--- config.mk ---
export PLATFORM = sky130hd
export DESIGN_NAME = fifo_uart_tx
export DESIGN_NICKNAME = d
export VERILOG_FILES = /design/src/rtl/fifo_uart_tx.sv
export SDC_FILE = /design/constraint.sdc
export NUM_CORES = 1
export LEC_CHECK = 0
export ABC_CLOCK_PERIOD_IN_PS = 5700
export CAP_MARGIN = 10
export CELL_PAD_IN_SITES_DETAIL_PLACEMENT = 1
export CELL_PAD_IN_SITES_GLOBAL_PLACEMENT = 2
export CORE_UTILIZATION = 36
export DETAILED_ROUTE_END_ITERATION = 10
export GPL_TIMING_DRIVEN = 0
export HOLD_SLACK_MARGIN = 0.02
export PLACE_DENSITY = 0.86
export RECOVER_POWER = 50
export SLEW_MARGIN = 20
export SYNTH_ARGS = -nofsm -noshare
export SYNTH_HDL_FRONTEND = slang
export SYNTH_SLANG_ARGS = --single-unit
--- constraint.sdc ---
create_clock -name clk -period 5.7 [get_ports clk]
set_input_delay 0.57 -clock clk [delete_from_list [all_inputs] [get_ports clk]]
set_output_delay 0.57 -clock clk [all_outputs]
set_load 0.01 [all_outputs]
--- src/rtl/fifo_uart_tx.sv ---
// ---------------------------------------------------------------------------
// fifo_uart_tx
//
// UART transmitter that sits on the read side of a synchronous FIFO and
// drives the board TX pin.
//
// Operation:
//   * When tx_enable is high and the FIFO is not empty, the block pops one
//     word from the FIFO.
//   * It then serialises that word as a frame, in this order:
//       - one start bit (low);
//       - DATA_WIDTH data bits, LSB first;
//       - an optional even-parity bit;
//       - STOP_BITS stop bits (high).
//   * Every serial bit lasts CLKS_PER_BIT clock cycles.
//   * A frame in progress always completes, even if tx_enable drops.
//
// Build option:
//   FIFO_UART_TX_PARITY_EN  when defined, an even-parity bit (XOR of the
//                           popped word) is sent between the last data bit
//                           and the first stop bit.
//
// Ports:
//   clk           system clock; all logic on its rising edge
//   rst           synchronous, active-high reset; aborts any frame
//   tx_enable     permits starting new frames
//   fifo_empty    FIFO empty flag
//   fifo_rd_en    registered one-cycle pop strobe to the FIFO
//   fifo_rd_data  FIFO registered read data, valid the cycle after the pop
//   tx            serial line, idles high
//   tx_busy       high whenever the transmitter is not idle
//   tx_done       one-cycle pulse during the final cycle of the last stop bit
//
// All outputs are registered: each output flop is loaded from the
// next-state value, so outputs change on the same edge as the state.
// ---------------------------------------------------------------------------
module fifo_uart_tx #(
    parameter int DATA_WIDTH   = 8,
    parameter int CLKS_PER_BIT = 868,
    parameter int STOP_BITS    = 1
) (
    input  logic                  clk,
    input  logic                  rst,
    input  logic                  tx_enable,
    input  logic                  fifo_empty,
    output logic                  fifo_rd_en,
    input  logic [DATA_WIDTH-1:0] fifo_rd_data,
    output logic                  tx,
    output logic                  tx_busy,
    output logic                  tx_done
);

    localparam int BAUD_W = $clog2(CLKS_PER_BIT);
    localparam int BIT_W  = $clog2(DATA_WIDTH) + 1;

    localparam logic [BAUD_W-1:0] BAUD_LAST   = BAUD_W'(CLKS_PER_BIT - 1);
    localparam logic [BAUD_W-1:0] BAUD_PENULT = BAUD_W'(CLKS_PER_BIT - 2);
    localparam logic [BIT_W-1:0]  DATA_LAST   = BIT_W'(DATA_WIDTH - 1);
    localparam logic [BIT_W-1:0]  STOP_LAST   = BIT_W'(STOP_BITS - 1);

    localparam logic [2:0] S_IDLE   = 3'd0;
    localparam logic [2:0] S_POP    = 3'd1;
    localparam logic [2:0] S_WAIT   = 3'd2;
    localparam logic [2:0] S_START  = 3'd3;
    localparam logic [2:0] S_DATA   = 3'd4;
`ifdef FIFO_UART_TX_PARITY_EN
    localparam logic [2:0] S_PARITY = 3'd5;
`endif
    localparam logic [2:0] S_STOP   = 3'd6;

    logic [2:0]            state_q, state_d;
    logic [BAUD_W-1:0]     baud_q, baud_d;
    logic [BIT_W-1:0]      bit_q, bit_d;
    logic [DATA_WIDTH-1:0] shift_q, shift_d;
    logic                  tx_q, tx_d;
    logic                  fifo_rd_en_q, fifo_rd_en_d;
    logic                  tx_busy_q, tx_busy_d;
    logic                  tx_done_q, tx_done_d;
`ifdef FIFO_UART_TX_PARITY_EN
    logic                  parity_q, parity_d;
`endif

    logic start_ok;
    logic baud_wrap;

    // A new frame may start only when we are allowed to transmit and there
    // is a word waiting. This is consulted only in IDLE and on the final
    // STOP cycle, so tx_enable changes mid-frame have no effect.
    assign start_ok  = tx_enable && !fifo_empty;

    // The baud counter reaching its last count ends the current bit period.
    assign baud_wrap = (baud_q == BAUD_LAST);

    // Next-state, counter and data-path logic.
    //
    // The baud counter runs 0..CLKS_PER_BIT-1 in every bit-timed state and
    // its wrap advances to the next bit or state. The bit counter indexes
    // data bits in DATA and is reused to count stop bits in STOP.
    //
    // Data leaves through bit 0 of the shift register, which is shifted
    // right at each data-bit boundary.
    always_comb begin
        state_d = state_q;
        baud_d  = baud_q;
        bit_d   = bit_q;
        shift_d = shift_q;
`ifdef FIFO_UART_TX_PARITY_EN
        parity_d = parity_q;
`endif

        case (state_q)
            S_IDLE: begin
                if (start_ok) begin
                    state_d = S_POP;
                end
            end

            S_POP: begin
                state_d = S_WAIT;
            end

            S_WAIT: begin
                shift_d = fifo_rd_data;
`ifdef FIFO_UART_TX_PARITY_EN
                parity_d = ^fifo_rd_data;
`endif
                state_d = S_START;
            end

            S_START: begin
                if (baud_wrap) begin
                    state_d = S_DATA;
                    bit_d   = '0;
                end else begin
                    baud_d = baud_q + BAUD_W'(1);
                end
            end

            S_DATA: begin
                if (baud_wrap) begin
                    baud_d = '0;
                    if (bit_q == DATA_LAST) begin
                        bit_d = '0;
`ifdef FIFO_UART_TX_PARITY_EN
                        state_d = S_PARITY;
`else
                        state_d = S_STOP;
`endif
                    end else begin
                        bit_d   = bit_q + BIT_W'(1);
                        shift_d = shift_q >> 1;
                    end
                end else begin
                    baud_d = baud_q + BAUD_W'(1);
                end
            end

`ifdef FIFO_UART_TX_PARITY_EN
            S_PARITY: begin
                if (baud_wrap) begin
                    state_d = S_STOP;
                    bit_d   = '0;
                end else begin
                    baud_d = baud_q + BAUD_W'(1);
                end
            end
`endif

            S_STOP: begin
                if (baud_wrap) begin
                    baud_d = '0;
                    if (bit_q == STOP_LAST) begin
                        bit_d   = '0;
                        state_d = start_ok ? S_POP : S_IDLE;
                    end else begin
                        bit_d = bit_q + BIT_W'(1);
                    end
                end else begin
                    baud_d = baud_q + BAUD_W'(1);
                end
            end

            default: begin
                state_d = S_IDLE;
                baud_d  = '0;
                bit_d   = '0;
            end
        endcase

        // Every state starts its timing from zero.
        if (state_d != state_q) begin
            baud_d = '0;
        end
    end

    // Registered-output decode, computed from the next state.
    //
    // Because the outputs are decoded from the next state, each output flop
    // changes on the same edge as the state itself. tx_done is raised one
    // cycle early so that its flop is high during the final cycle of the
    // last stop bit.
    always_comb begin
        fifo_rd_en_d = (state_d == S_POP);
        tx_busy_d    = (state_d != S_IDLE);
        tx_done_d    = (state_q == S_STOP) && (bit_q == STOP_LAST) &&
                       (baud_q == BAUD_PENULT);

        case (state_d)
            S_START: tx_d = 1'b0;
            S_DATA:  tx_d = shift_d[0];
`ifdef FIFO_UART_TX_PARITY_EN
            S_PARITY: tx_d = parity_d;
`endif
            default: tx_d = 1'b1;
        endcase
    end

    // State and output registers.
    //
    // Reset is synchronous: asserting it mid-frame drops the popped word and
    // returns the line to idle-high on the next edge.
    always_ff @(posedge clk) begin
        if (rst) begin
            state_q      <= S_IDLE;
            baud_q       <= '0;
            bit_q        <= '0;
            shift_q      <= '0;
            tx_q         <= 1'b1;
            fifo_rd_en_q <= 1'b0;
            tx_busy_q    <= 1'b0;
            tx_done_q    <= 1'b0;
`ifdef FIFO_UART_TX_PARITY_EN
            parity_q     <= 1'b0;
`endif
        end else begin
            state_q      <= state_d;
            baud_q       <= baud_d;
            bit_q        <= bit_d;
            shift_q      <= shift_d;
            tx_q         <= tx_d;
            fifo_rd_en_q <= fifo_rd_en_d;
            tx_busy_q    <= tx_busy_d;
            tx_done_q    <= tx_done_d;
`ifdef FIFO_UART_TX_PARITY_EN
            parity_q     <= parity_d;
`endif
        end
    end

    assign tx         = tx_q;
    assign fifo_rd_en = fifo_rd_en_q;
    assign tx_busy    = tx_busy_q;
    assign tx_done    = tx_done_q;

endmodule
; After elaboration in Yosys (flattened, before gate mapping)
; Index checks and enable logic that the tools add are counted.
[word_totals]
ff_bits = 29
out_inout_bits = 4
[op_classes]
reduce_logical = 14
mux = 21
n_bitwise = 1
n_addsub = 2
n_eq_ne = 17
[op_table]
columns = cell, count
row1 = 10-bit one-hot mux with 3 select lines, 1
row2 = 10-bit equality test (second input constant), 2
row3 = 10-bit two-way mux, 2
row4 = 4-bit two-way mux, 5
row5 = 3-bit two-way mux, 6
row6 = 3-bit one-hot mux with 6 select lines, 1
row7 = 8-bit two-way mux, 2
row8 = 4-bit one-hot mux with 4 select lines, 1
row9 = 8-bit one-hot mux with 2 select lines, 1
row10 = 10-bit by 1-bit adder with 10-bit output (second input constant), 1
row11 = 2-bit inequality test (second input constant), 5
row12 = 3-bit by 2-bit equality test with 1-bit output (second input constant), 3
row13 = 3-bit equality test (second input constant), 3
row14 = 3-bit by 1-bit equality test with 1-bit output (second input constant), 2
row15 = 4-bit by 1-bit adder with 4-bit output (second input constant), 1
row16 = 4-bit by 3-bit equality test with 1-bit output (second input constant), 1
row17 = 4-bit zero test, 1
row18 = 4-bit AND reduction, 1
row19 = 2-bit OR reduction, 2
row20 = 1-bit logical AND, 3
row21 = 3-bit zero test, 1
row22 = 3-bit inequality test, 1
row23 = 3-bit AND reduction, 1
row24 = 3-bit nonzero test, 1
row25 = other kinds (7), 7

; Longest topological paths before layout
; Gate-level depths: netlist (run 1).
[depth]
depth_word = 8
ltp_mapped = 7
mapped_depth_nobuf = 7

; Least setup slack after synthesis (run 1)
; No wires, ideal clock.
[synth_timing]
kind = flip-flop to flip-flop
startpoint = reg baud_q[2]
endpoint = reg bit_q[1]
synth_period_minus_slack_ps = 2028
arrival_time_ps = 1900
path_slack_ps = 3672
setup_ps = 128
path_stages_with_launch = 7
path_cell_list = dfxtp_1 > or4b_1 > buf_2 > or4_4 > and2_1 > a22oi_1 > nor2_1
[synth_via]
elab_chain_len = 3
[synth_rtl]
columns = item, line_no
row1 = from (decl), 72  ; logic [BAUD_W-1:0] baud_q, baud_d;
row2 = from (signal assigned), 237  ; baud_q <= baud_d;
row3 = 10-bit equality test *, 92  ; assign baud_wrap = (baud_q == BAUD_LAST);
row4 = 2-bit inequality test (no line), -
row5 = 4-bit AND reduction (no line) *, -
row6 = to (signal assigned), 238  ; bit_q <= bit_d;
row7 = to (decl), 73  ; logic [BIT_W-1:0] bit_q, bit_d;
; Every way passes the cells marked *; elsewhere a longest branch is shown, timed or not.
; A chain may end at the register's enable or synchronous reset.

; Worst setup path in the final report (run 1)
[layout_timing]
startpoint = reg baud_q[0]
endpoint = reg tx_q (netlist: tx)
[layout_via]
elab_chain_len = 5
[layout_rtl]
columns = item, line_no
row1 = 10-bit equality test *, 92
row2 = 3-bit two-way mux (on tied branches), "170, 131, 140"
row3 = 3-bit one-hot mux with 6 select lines, 111  ; case (state_q)
row4 = 3-bit equality test / 3-bit by 2-bit equality test with 1-bit output (equally long branches), 208  ; case (state_d)
row5 = 1-bit one-hot mux with 2 select lines *, 208
row6 = to (signal assigned), 240  ; tx_q <= tx_d;
row7 = to (decl), 75  ; logic tx_q, tx_d;
; Every way passes the cells marked *; elsewhere a longest branch is shown, timed or not. The select of a mux whose other input is x is not followed.

==> results.txt, run 1 <==
post-route ant nets - 0
Critical Path Start Type - flop
Slew Limit Fails - 0
Setup crit start - baud_q[0]
FP Rows - 23
Setup Buffers After CTS - 0
All-Layer GR Usage - 21.3%
dpl ws - 3.16 ns
number of buffers created by CTS - 5
Worst R2R Path Depth - 6
#FFs+latches synth - 29
core region area - 0.00412 mm^2
Cells after Synth - 192
die width - 68.3 um
Critical R2R Capture - tx
Initial DRT Pass Iterations - 5
CTS Sinks - 29
Yosys warnings - 0
Final GP Congestion - 0.840
asr flop ratio synth - 0%
final setup fails - 0
Netlist cell types - 48
Reg clk slew, reported paths - 0.06 ns
vias in the first global route - 1,544
share of cells above drive strength 1 - 6.54%
Final min period - 3.23 ns
number of antenna cells inserted - 0
Worst Path Max Fanout - 9
Pwr Density - 256 mW/mm^2
reg-to-reg setup timing slack - 2.47 ns
worst hold-check path type - flop to flop
routed wire length - 4350 um
Worst-Skew Late Latency - 0.29 ns
Rel. slew slack - 5.63%
via count - 1,495
CTS resizes - 0
part of the cycle the worst path needs - 56.6%
sequential element share of the synthesized area - 36.7%
Setup Skew - 0.00713 ns
crit path capture - tx
WP data arrival - 3.38 ns
static leakage - 0.644 nW
status - complete, no violations
commonest non-fill, non-tap cells in the layout - dfxtp_1 (29), nand2_1 (22), a21oi_1 (20), nor2_1 (19), clkdlybuf4s50_1 (10)
Initial Utilization - 38.4%
FMAX - 0.310 GHz
CTS Root Buffer Type - clkbuf_8
clk buf depth - 2
Post-DP HPWL - 3290 um
critical path data required time - 5.85 ns
I/O Buffers - 14
DRT iter0 DRCs - 58
final worst slack - 2.47 ns
H-tree levels - 2
Worst Tran Pin Value - 1.40 ns
FF-to-FF Start - baud_q[0]
syn nets - 208
die height - 68.3 um
cell area after synthesis - 0.00158 mm^2
Hold Vio Cnt, Final - 0
initial antenna violation count - 0
VDD IR-drop max - 83.6 uV
RSZ-0062 raised after global routing - no
detailed-route vias per instance - 5.66
CTS tree - built
drt drc - 0
global-route wire length before repair - 7190 um
largest net degree at the start of global routing - 11
CP endpoint kind - flop
most used flip-flop cell after synthesis - dfxtp_1
Post-synth EDFFs - 0
Util after Layout - 45.7%
DR WL/cell - 16.5 um
Max Cap Viol - 0
Post-CTS Hold Fix Bufs - 0
synth-to-layout area growth - 18.9%
Die ar. - 0.00466 mm^2
final setup TNS - 0 ns
mean post-synth cell area - 8.24 um^2
global route total overflow - 0
io pins - 16
WS Path Type - flop to flop
Final #Nets - 229
PnR Total Power - 481 uW
most common cell after layout, fill and taps aside - dfxtp_1
cells in the mapped netlist (2+ instances only):
cell type | n | area [um^2]
a21oi_1 | 20 | 100
a22oi_1 | 9 | 67.6
a31oi_1 | 3 | 18.8
a32oi_1 | 2 | 17.5
and2_1 | 2 | 12.5
buf_2 | 3 | 15.0
clkbuf_1 | 6 | 22.5
dfxtp_1 | 29 | 581
ha_1 | 4 | 50.1
inv_1 | 7 | 26.3
nand2_1 | 22 | 82.6
nand2b_1 | 2 | 12.5
nand3_1 | 5 | 25.0
nand3b_1 | 3 | 22.5
nor2_1 | 19 | 71.3
nor2b_1 | 5 | 31.3
nor3_1 | 7 | 35.0
nor3b_1 | 5 | 37.5
nor4b_1 | 2 | 17.5
o21ai_0 | 5 | 25.0
or3_1 | 2 | 12.5
xor2_1 | 4 | 35.0
cells by family (layout without fill, tap and decap cells):
family | Yosys count | in the layout | share of synthesized area, %
XOR/XNOR | 5 | 5 | 2.77
AO/OA/AOI/OAI | 50 | 50 | 21.8
multiplexers | 1 | 1 | 0.633
AND/OR/NAND/NOR | 87 | 87 | 30.9
adder cells (fa/ha/maj) | 4 | 4 | 3.16
flip-flops | 29 | 29 | 36.7
buffers and inverters | 16 | 38 | 4.03
routing by layer:
layer / up-vias / GRT usage [%] / part of all wire, %
li1: 740 / - / -
met1: 731 / 26.0 / 46
met2: 17 / 35.3 / 50
met3: 7 / 3.67 / 2.1
met4: 0 / 10.9 / 1.8
met5: - / 0 / 0
critical path, stage by stage, from the launching register on:
cell	delay (ns)
dfxtp_1	0.45
ha_1	0.29
or4bb_1	0.46
nor4_1	1.08
nor2_1	0.33
a21oi_1	0.34
a32oi_1	0.15
cell type report:
class,instances,area (um^2)
buffer,9,35.0
clock buffer,7,86.3
clock inverter,1,30.0
fill,518,2230
inverter,7,26.3
multi-input combinational,147,920
sequential,29,581
tap,50,62.6
timing repair buffer,14,140
power breakdown:
group | total [mW] | internal [mW] | leakage, nW | switching (mW)
Clock | 0.221 | 0.142 | 0.0585 | 0.0790
Combinational | 0.0478 | 0.0202 | 0.351 | 0.0276
Sequential | 0.212 | 0.208 | 0.235 | 0.00317
Total | 0.481 | 0.371 | 0.644 | 0.110
per-stage QoR:
stage          instances  hold slack, ns  instance area (um^2)
2_1_floorplan        192           0.436                  1580
3_3_place_gp         256           0.443                  1780
3_5_place_dp         256           0.456                  1780
4_1_cts              264           0.465                  1900
5_1_grt              264           0.478                  1880
6_report             264           0.460                  1880
flip-flops by register name (all words and copies together), names as in the netlist:
register / count
shift_q: 8
fifo_rd_en: 1
tx_done: 1
tx: 1
baud_q: 10
bit_q: 4
tx_busy: 1
state_q: 3
worst min path at each step:
stage                      end       start  slack (ns)  depth (start not counted)
floorplan           shift_q[2]  shift_q[2]        0.44                          2
global placement    shift_q[1]  shift_q[1]        0.44                          2
detailed placement  shift_q[3]  shift_q[3]        0.46                          2
CTS                 shift_q[1]  shift_q[1]        0.46                          2
global route        shift_q[6]  shift_q[6]        0.48                          2
finish              shift_q[3]  shift_q[3]        0.46                          2
Note: power is estimated with default switching activity, not from simulation.
==> run 2: changes to the inputs <==
Settings changed: ABC_CLOCK_PERIOD_IN_PS 5700 to 2830, CORE_UTILIZATION 36 to 30, PLACE_DENSITY 0.86 to 0.77.
Clock period 5.7 ns to 2.83 ns, I/O delays scaled along.
==> run 2 against run 1 <==
Against the previous run:
- register-to-register slack got worse by 2.1 ns
- worst hold slack got worse by 0.0031 ns
- non-clock buffer count did not move
- largest cell class unchanged
- largest power group unchanged
==> results.txt, run 2 (synthesis results as in run 1) <==
status - complete, no violations
Max Cap Viol - 0
Worst Min Path Start - shift_q[5]
Hold Slack - 0.457 ns
critical path data required time - 2.98 ns
dpl ws - 0.253 ns
FF-to-FF Start - baud_q[0]
Final Cell Area - 0.00192 mm^2
Setup Buffers After CTS - 0
largest net degree at the start of global routing - 11
part of the cycle the worst path needs - 87.0%
WS Path Type - flop to flop
die height - 74.6 um
final worst slack - 0.369 ns
Final GP Congestion - 0.763
CP endpoint kind - flop
share of cells above drive strength 1 - 7.48%
static leakage - 0.645 nW
Worst-Skew Late Latency - 0.28 ns
CTS resizes - 0
reg-to-reg setup timing slack - 0.37 ns
Util after Layout - 37.7%
vias in the first global route - 1,494
All-Layer GR Usage - 16.9%
DRT iter0 DRCs - 37
Initial Utilization - 31.0%
DR WL/cell - 14.7 um
io pins - 16
core region area - 0.00511 mm^2
commonest non-fill, non-tap cells in the layout - dfxtp_1 (29), nand2_1 (22), a21oi_1 (20), nor2_1 (19), clkdlybuf4s50_1 (10)
crit path capture - tx
PnR Total Power - 969 uW
via count - 1,477
Post-CTS Hold Fix Bufs - 0
Slew Limit Fails - 0
WP data arrival - 2.61 ns
RSZ-0062 raised after global routing - no
routed wire length - 4170 um
Die ar. - 0.00557 mm^2
Placed Area - 0.00181 mm^2
Final #Nets - 229
drt drc - 0
Pwr Density - 504 mW/mm^2
CTS tree - built
Worst R2R Path Depth - 6
Post-DP HPWL - 3020 um
global route total overflow - 0
CTS Sinks - 29
number of buffers created by CTS - 5
Critical Path Start Type - flop
top flop regs - baud_q (10), shift_q (8), bit_q (4)
final setup fails - 0
max FFs per register - 10
placed insts - 276
Final min period - 2.46 ns
FMAX - 0.406 GHz
worst hold-check path type - flop to flop
die width - 74.6 um
most common cell after layout, fill and taps aside - dfxtp_1
CTS Root Buffer Type - clkbuf_8
Worst Tran Pin Value - 0.891 ns
Hold Vio Cnt, Final - 0
Worst Path Max Fanout - 9
Reg with most FFs - baud_q
initial antenna violation count - 0
Initial DRT Pass Iterations - 4
H-tree levels - 2
Setup Skew - 0.00539 ns
post-route ant nets - 0
VDD IR-drop max - 158 uV
Setup crit start - baud_q[0]
global-route wire length before repair - 7150 um
Critical R2R Capture - tx
Reg clk slew, reported paths - 0.06 ns
I/O Buffers - 14
final setup TNS - 0 ns
Rel. slew slack - 39.8%
clk buf depth - 2
final cell count without fillers - 284
number of antenna cells inserted - 0
synth-to-layout area growth - 21.7%
FP Rows - 26
detailed-route vias per instance - 5.20
==> run 2: cell counts in the layout (fill, tap and decap cells not counted) <==
No cell type changed its count.
==> run 2: layout make-up <==
cell class / instances / area [um^2]
fillers: 620 / 3180
flip-flops and latches: 29 / 581
multi-input cells: 147 / 938
clock inverters: 1 / 30.0
plain buffers: 9 / 35.0
repair buffers: 14 / 140
well taps: 70 / 87.6
inverters: 7 / 26.3
clock buffers: 7 / 86.3
==> run 2: worst max-delay path: stages, from the launching register on <==
cell and delay, ns:
dfxtp_1 0.45, ha_1 0.31, or4bb_1 0.50, nor4_4 0.44
nor2_1 0.26, a21oi_1 0.26, a32oi_1 0.12
==> run 2: worst min path at each step <==
| stage | to | depth (start not counted) |
|---|---|---|
| floorplan | shift_q[7] | 2 |
| global placement | shift_q[4] | 2 |
| detailed placement | shift_q[2] | 2 |
| CTS | shift_q[2] | 2 |
| global route | shift_q[2] | 2 |
| finish | shift_q[5] | 2 |
==> run 2: metal layers <==
layer	part of all wire [%]	GRT usage (%)	wire length (um)	up-vias
met3	2.0	3.79	82	5
met1	51	23.2	2110	714
li1	-	-	-	744
met5	0	0	0	-
met4	1.5	6.50	62	0
met2	46	25.7	1920	14
==> run 2: where the power goes <==
part	switching (mW)	internal, mW	total [mW]
logic	0.0569	0.0412	0.0982
clock network	0.159	0.287	0.446
registers	0.00578	0.420	0.425
